===== config.mk =====
export PLATFORM = sky130hd
export DESIGN_NAME = skip_mem_reader
export DESIGN_NICKNAME = d
export VERILOG_FILES = /design/src/rtl/skip_mem_pkg.sv /design/src/rtl/skip_rd_fifo.sv /design/src/rtl/skip_mem_reader.sv
export SDC_FILE = /design/constraint.sdc
export NUM_CORES = 1
export LEC_CHECK = 0
export ABC_CLOCK_PERIOD_IN_PS = 8450
export CORE_MARGIN = 3
export CORE_UTILIZATION = 54
export DETAILED_ROUTE_END_ITERATION = 7
export PLACE_DENSITY = 0.79
export SYNTH_ARGS = -nofsm -noshare
export SYNTH_HDL_FRONTEND = slang
export SYNTH_SLANG_ARGS = --single-unit

===== constraint.sdc =====
create_clock -name clk -period 8.45 [get_ports clk]
set_clock_uncertainty 0.1 [all_clocks]
set_input_delay 1.2675 -clock clk [delete_from_list [all_inputs] [get_ports clk]]
set_output_delay 1.2675 -clock clk [all_outputs]
set_load 0.03 [all_outputs]

===== src/rtl/skip_mem_pkg.sv =====
// Shared definitions for the skip-connection buffer read path.
// Contents: lane width, sequencer state encoding, lane slicing and clamp helpers.
package skip_mem_pkg;

   localparam int unsigned LANE_W = 16;

   typedef enum logic [1:0] {
      IDLE  = 2'd0,
      ISSUE = 2'd1,
      DRAIN = 2'd2,
      DONE  = 2'd3
   } state_t;

   // Bit offset of lane 'lane' inside a packed memory word.
   function automatic int unsigned lane_lsb(input int unsigned lane);
      return lane * LANE_W;
   endfunction

   // Signed clamp at zero: negative lanes become 0, others unchanged.
   function automatic logic [LANE_W-1:0] relu_lane(input logic [LANE_W-1:0] v);
      return v[LANE_W-1] ? '0 : v;
   endfunction

endpackage


===== src/rtl/skip_rd_fifo.sv =====
// Synchronous FIFO buffering words read from the skip memory.
// Ports: clk, rst (sync, active high), push/push_data, pop/pop_data (head word),
//        count (occupancy), empty, full.
// Caller guarantees no push when full and no pop when empty.
module skip_rd_fifo #(
   parameter int unsigned WIDTH = 64,
   parameter int unsigned DEPTH = 4
) (
   input  logic                         clk,
   input  logic                         rst,
   input  logic                         push,
   input  logic [WIDTH-1:0]             push_data,
   input  logic                         pop,
   output logic [WIDTH-1:0]             pop_data,
   output logic [$clog2(DEPTH):0]       count,
   output logic                         empty,
   output logic                         full
);

   localparam int unsigned PTR_W = $clog2(DEPTH);
   localparam int unsigned CNT_W = PTR_W + 1;

   logic [WIDTH-1:0] mem [DEPTH];
   logic [PTR_W-1:0] wr_ptr;
   logic [PTR_W-1:0] rd_ptr;

   // Pointer and occupancy tracking; depth is a power of two so pointers wrap freely.
   always_ff @(posedge clk) begin
      if (rst) begin
         wr_ptr <= '0;
         rd_ptr <= '0;
         count  <= '0;
      end else begin
         if (push) wr_ptr <= wr_ptr + PTR_W'(1);
         if (pop)  rd_ptr <= rd_ptr + PTR_W'(1);
         case ({push, pop})
            2'b10:   count <= count + CNT_W'(1);
            2'b01:   count <= count - CNT_W'(1);
            default: count <= count;
         endcase
      end
   end

   // Storage needs no reset: occupancy alone decides what is valid.
   always_ff @(posedge clk) begin
      if (push) mem[wr_ptr] <= push_data;
   end

   assign pop_data = mem[rd_ptr];
   assign empty    = (count == '0);
   assign full     = (count == CNT_W'(DEPTH));

endmodule


===== src/rtl/skip_mem_reader.sv =====
// Read-side sequencer for the banked skip-connection buffer.
// Issues num_words consecutive reads from base_addr, absorbs the BRAM read
// latency with a tag line, buffers words in a FIFO and streams them out on a
// valid/ready handshake.
// Ports: clk, rst (sync, active high); start/base_addr/num_words command;
//        busy, done status; BRAM2_addr/BRAM2_wr/BRAM2_out memory side;
//        out_data/out_valid/out_ready residual-adder side.
// Build option: define SKIP_RELU_EN to clamp negative lanes to zero at the output.
module skip_mem_reader
   import skip_mem_pkg::*;
#(
   parameter int unsigned N_adder_tree = 16,
   parameter int unsigned addr_width   = 10,
   parameter int unsigned RD_LAT       = 1,
   parameter int unsigned FIFO_DEPTH   = 4
) (
   input  logic                             clk,
   input  logic                             rst,
   input  logic                             start,
   input  logic [addr_width-1:0]            base_addr,
   input  logic [addr_width:0]              num_words,
   output logic                             busy,
   output logic                             done,
   output logic [addr_width-1:0]            BRAM2_addr,
   output logic                             BRAM2_wr,
   input  logic [N_adder_tree*LANE_W-1:0]   BRAM2_out,
   output logic [N_adder_tree*LANE_W-1:0]   out_data,
   output logic                             out_valid,
   input  logic                             out_ready
);

   localparam int unsigned DATA_W = N_adder_tree * LANE_W;
   localparam int unsigned CNT_W  = $clog2(FIFO_DEPTH) + 1;
   localparam int unsigned SUM_W  = CNT_W + 1;

   state_t              state;
   logic [addr_width:0] words_total;
   logic [addr_width:0] words_issued;
   logic [RD_LAT:0]     tag;
   logic [CNT_W-1:0]    fifo_count;
   logic [CNT_W-1:0]    inflight;
   logic [SUM_W-1:0]    credit_sum;
   logic                fifo_empty;
   logic                fifo_full;
   logic [DATA_W-1:0]   fifo_head;
   logic                credit_ok;
   logic                issue;
   logic                push;
   logic                pop;
   logic                drain_last;

   // Reads in flight are the set tag bits; together with FIFO occupancy they
   // bound how many words can still land, so a push can never overflow.
   always_comb begin
      inflight = '0;
      for (int unsigned i = 0; i <= RD_LAT; i++)
         inflight = inflight + CNT_W'(tag[i]);
      credit_sum = SUM_W'(fifo_count) + SUM_W'(inflight);
      credit_ok  = !fifo_full && (credit_sum < SUM_W'(FIFO_DEPTH));
   end

   // The first read issues on the accepting start edge; the rest in ISSUE.
   always_comb begin
      issue = 1'b0;
      if (state == IDLE)
         issue = start && (num_words != '0);
      else if (state == ISSUE)
         issue = (words_issued != words_total) && credit_ok;
   end

   assign push      = tag[RD_LAT];
   assign out_valid = !fifo_empty;
   assign pop       = out_valid && out_ready;
   assign BRAM2_wr  = 1'b0;

   // Finish once the last buffered word leaves this cycle and nothing is in flight.
   assign drain_last = (tag == '0) &&
                       (fifo_empty || ((fifo_count == CNT_W'(1)) && pop));

   // Sequencer: BRAM2_addr always holds the address of the most recent read.
   always_ff @(posedge clk) begin
      if (rst) begin
         state        <= IDLE;
         busy         <= 1'b0;
         done         <= 1'b0;
         BRAM2_addr   <= '0;
         words_total  <= '0;
         words_issued <= '0;
         tag          <= '0;
      end else begin
         tag  <= {tag[RD_LAT-1:0], issue};
         done <= 1'b0;
         case (state)
            IDLE: begin
               if (start) begin
                  words_total <= num_words;
                  if (num_words == '0) begin
                     state <= DONE;
                     done  <= 1'b1;
                  end else begin
                     state        <= ISSUE;
                     busy         <= 1'b1;
                     BRAM2_addr   <= base_addr;
                     words_issued <= (addr_width+1)'(1);
                  end
               end
            end
            ISSUE: begin
               if (issue) begin
                  BRAM2_addr   <= BRAM2_addr + addr_width'(1);
                  words_issued <= words_issued + (addr_width+1)'(1);
               end else if (words_issued == words_total) begin
                  state <= DRAIN;
               end
            end
            DRAIN: begin
               if (drain_last) begin
                  state <= DONE;
                  busy  <= 1'b0;
                  done  <= 1'b1;
               end
            end
            default: begin
               state <= IDLE;
            end
         endcase
      end
   end

   skip_rd_fifo #(
      .WIDTH (DATA_W),
      .DEPTH (FIFO_DEPTH)
   ) u_fifo (
      .clk       (clk),
      .rst       (rst),
      .push      (push),
      .push_data (BRAM2_out),
      .pop       (pop),
      .pop_data  (fifo_head),
      .count     (fifo_count),
      .empty     (fifo_empty),
      .full      (fifo_full)
   );

   // Output lane conditioning at the FIFO head.
   always_comb begin
      out_data = fifo_head;
`ifdef SKIP_RELU_EN
      for (int unsigned i = 0; i < N_adder_tree; i++)
         out_data[lane_lsb(i) +: LANE_W] = relu_lane(fifo_head[lane_lsb(i) +: LANE_W]);
`else
      // Raw passthrough: lanes leave exactly as read.
`endif
   end

endmodule


==> results_dict.tcl <==
set metrics [dict create \
    status "completed" \
    detailed_place.area_um2 46000 \
    p_per_area_nw_per_um2 288 \
    track_usage 0.227 \
    crit_required_ns 7.08 \
    crit_chain "buf_4 -> mux4_2 -> clkdlybuf4s50_1" \
    postLayoutCellArea_um2 49400 \
    post_drt_via_cell_ratio 5.85 \
    timing.rr.start "state[1]" \
    drcViolationCount 0 \
    hold_start "words_total[3]" \
    start_util 0.548 \
    leakage_nw 15.4 \
    die_area_um2 76400 \
    ctsResizeCount 0 \
    htreeDepth 3 \
    area_delta_synth_final_pct 25.2 \
    core_area_um2 72000 \
    crit_type "reg2out" \
    drive_gt1_frac 0.192 \
    cts_max_path_buffers 3 \
    cpPeakStageDelay_ns 0.92 \
    multi_input_area_um2 7370 \
    ctsRootBufferMaster "clkbuf_16" \
    crit_family "buffers and inverters" \
    cp-start-kind "register" \
    cts_sinks 1071 \
    io_buffers 549 \
    wl_met1_um 31700 \
    setup-tns-final_ns 0 \
    fin_cells 3293 \
    antenna_left 0 \
    synth-seq-area-share 0.803 \
    synthDistinctLibCells 50 \
    rr_worst_depth 7 \
    holdPathEnd "words_total[3]" \
    crit_path_end_kind "output port" \
    n_fill_cell 4216 \
    setup_viol 0 \
    rows 98 \
    drt_iter0_markers 1647 \
    dp_hpwl_um 51100 \
    totalPowerFinal_mw 14.3 \
    hold_class "reg2reg" \
    synth_ff_type "edfxtp_1" \
    wl_per_cell_um 26.3 \
    worst_pin_slew_ns 1.31 \
    min_period_over_period 0.593 \
    synthArstFlopShare 0 \
    final_nets 2546 \
    clk_latency_ns 0.64 \
    hold_depth 2 \
    cp_slowest_cell "buf_4" \
    slew_viol_final 0 \
    grt_pass1_vias 20500 \
    synth_edf_count 1024 \
    path_clk_slew_ns 0.06 \
    r2r_slack_ns 5.12 \
    die_x_um 276 \
    cp_max_fo 72 \
    synth.avg_cell_area_um2 23.8 \
    maxCapViolations 0 \
    syn_nets 1954 \
    synthCells 1657 \
    die-height_um 276 \
    relSlewSlack 0.127 \
    rsz0062_at_grt "false" \
    ios 551 \
    arrival_ns 3.65 \
    wl_met2_um 44700 \
    min_period_ns 5.01 \
    overflow 0 \
    grt_max_degree 147 \
    yosys_register_bits 1071 \
    fmax_mhz 199 \
    wl_met3_um 8190 \
    grt_pass1_wl_um 131000 \
    cts_buffers 104 \
    synth_area_um2 39500 \
    via_count 19300 \
    place_ws_ns 4.03 \
    place_congestion 0.841 \
    ctsHoldBuffers 0 \
    ys_warn_count 0 \
    cts_tree "done" \
    drtPass1Iterations 5 \
    final-hold-violation-count 0 \
    antenna_found_initial 22 \
    seq_area_um2 31700 \
    highest-signal-layer "met5" \
    wirelength_um 86700 \
    post-place-cells 3093 \
    cts_setup_buffers 0 \
    peakVddDrop_mv 0.318 \
    r2r_end "words_issued[9]" \
    fin_ws_ns 3.44 \
    path_buf_inv 2 \
]
## cells in the final DEF, fill, tap and decap left out, drive strengths merged, types with 5 or more instances in the layout
cell	synthesis	final
a22oi	11	11
mux4	256	256
dfxtp	47	47
or3	5	5
inv	21	23
clkbuf	31	130
nor3	6	6
nand2	45	45
nand4	5	5
nor2	14	14
a21oi	28	28
buf	47	16
edfxtp	1024	1024
clkdlybuf4s50	0	548
diode	0	11
bufinv	0	9
ha	16	16
clkinv	0	44
xnor2	13	13
nor4	5	5
a2bb2oi	6	6
and2	8	8
nand3	13	13
o32ai	17	17
## flip-flops by register name, indices dropped and copies added, names as in the netlist, named ones only
name and count:
BRAM2_addr 10, busy 1, done 1, state 2, tag 2, u_fifo.count 3
u_fifo.mem 1024, u_fifo.rd_ptr 2, u_fifo.wr_ptr 2, words_issued 11, words_total 11
## kinds of logic after synthesis
kind of cell | share of synthesized area
muxes | 0.147
and+or+nand+nor | 0.0132
buffers and inverters | 0.0110
AOI/OAI and AO/OA | 0.0178
xor gates and xnor gates | 0.00355
DFF | 0.803
adders and majority gates | 0.00507
other | 0.0000950
## area by class of cell
type | count | area share
Multi-Input combinational cell | 487 | 0.149
Inverter | 21 | 0.00159
Tap cell | 950 | 0.0240
Sequential cell | 1071 | 0.641
Antenna cell | 11 | 0.000557
Timing Repair Buffer | 564 | 0.115
Clock inverter | 59 | 0.0127
Clock buffer | 130 | 0.0561
## how the worst max path moves through the flow
stage | endpoint | startpoint | cells after the start | slack [ns]
2_1_floorplan | u_fifo.mem[0][0] | u_fifo.wr_ptr[0] | 3 | 1.36
3_3_place_gp | out_data[63] | register | 3 | 4.01
3_5_place_dp | out_data[63] | register | 3 | 4.03
4_1_cts | out_data[63] | register | 3 | 3.30
5_1_grt | out_data[63] | register | 3 | 3.15
6_report | out_data[91] | register | 3 | 3.44
## power breakdown
group          total [mW]  switching, mW  internal (mW)
registers            6.18          0.128           6.05
clock network        4.52           1.90           2.61
logic                3.57           1.97           1.60
total                14.3           4.00           10.3
## worst min-delay path, stage by stage (launching register included)
cell     delay (ns)
dfxtp_1        0.32
nand2_1        0.05
a21oi_1        0.05
## layer usage
metal,track usage,up-vias
met1,0.284,10100
met2,0.381,802
li1,-,8239
met5,0,-
met4,0.0630,24
met3,0.0778,146
## Yosys cell counts (4+ instances only)
cell       instances  share of area
a31oi_1            4        0.00063
and2_1             6        0.00095
a2bb2oi_1          6         0.0013
nor2_1            14         0.0013
edfxtp_1        1024           0.78
o32ai_1            8         0.0018
mux4_2           256           0.15
a22oi_1           10         0.0019
and3_1             4        0.00063
ha_1              16         0.0051
dfxtp_1           47          0.024
clkbuf_1          31         0.0029
xnor2_1           13         0.0029
o32ai_2            9         0.0037
buf_2             28         0.0035
inv_1             20         0.0019
nand4_1            5        0.00079
a21oi_1           28         0.0035
or3_1              5        0.00079
nor4_1             5        0.00079
buf_1             15         0.0014
nand2_1           45         0.0043
nor3_1             6        0.00076
nand3_1           13         0.0016
## per-stage QoR
stage           util  hold WS (ns)
2_1_floorplan      -         0.349
3_3_place_gp   0.639         0.364
3_5_place_dp   0.639         0.365
4_1_cts        0.686         0.374
5_1_grt        0.687         0.388
6_report       0.687         0.373
Note: power is estimated with default switching activity, not from simulation.
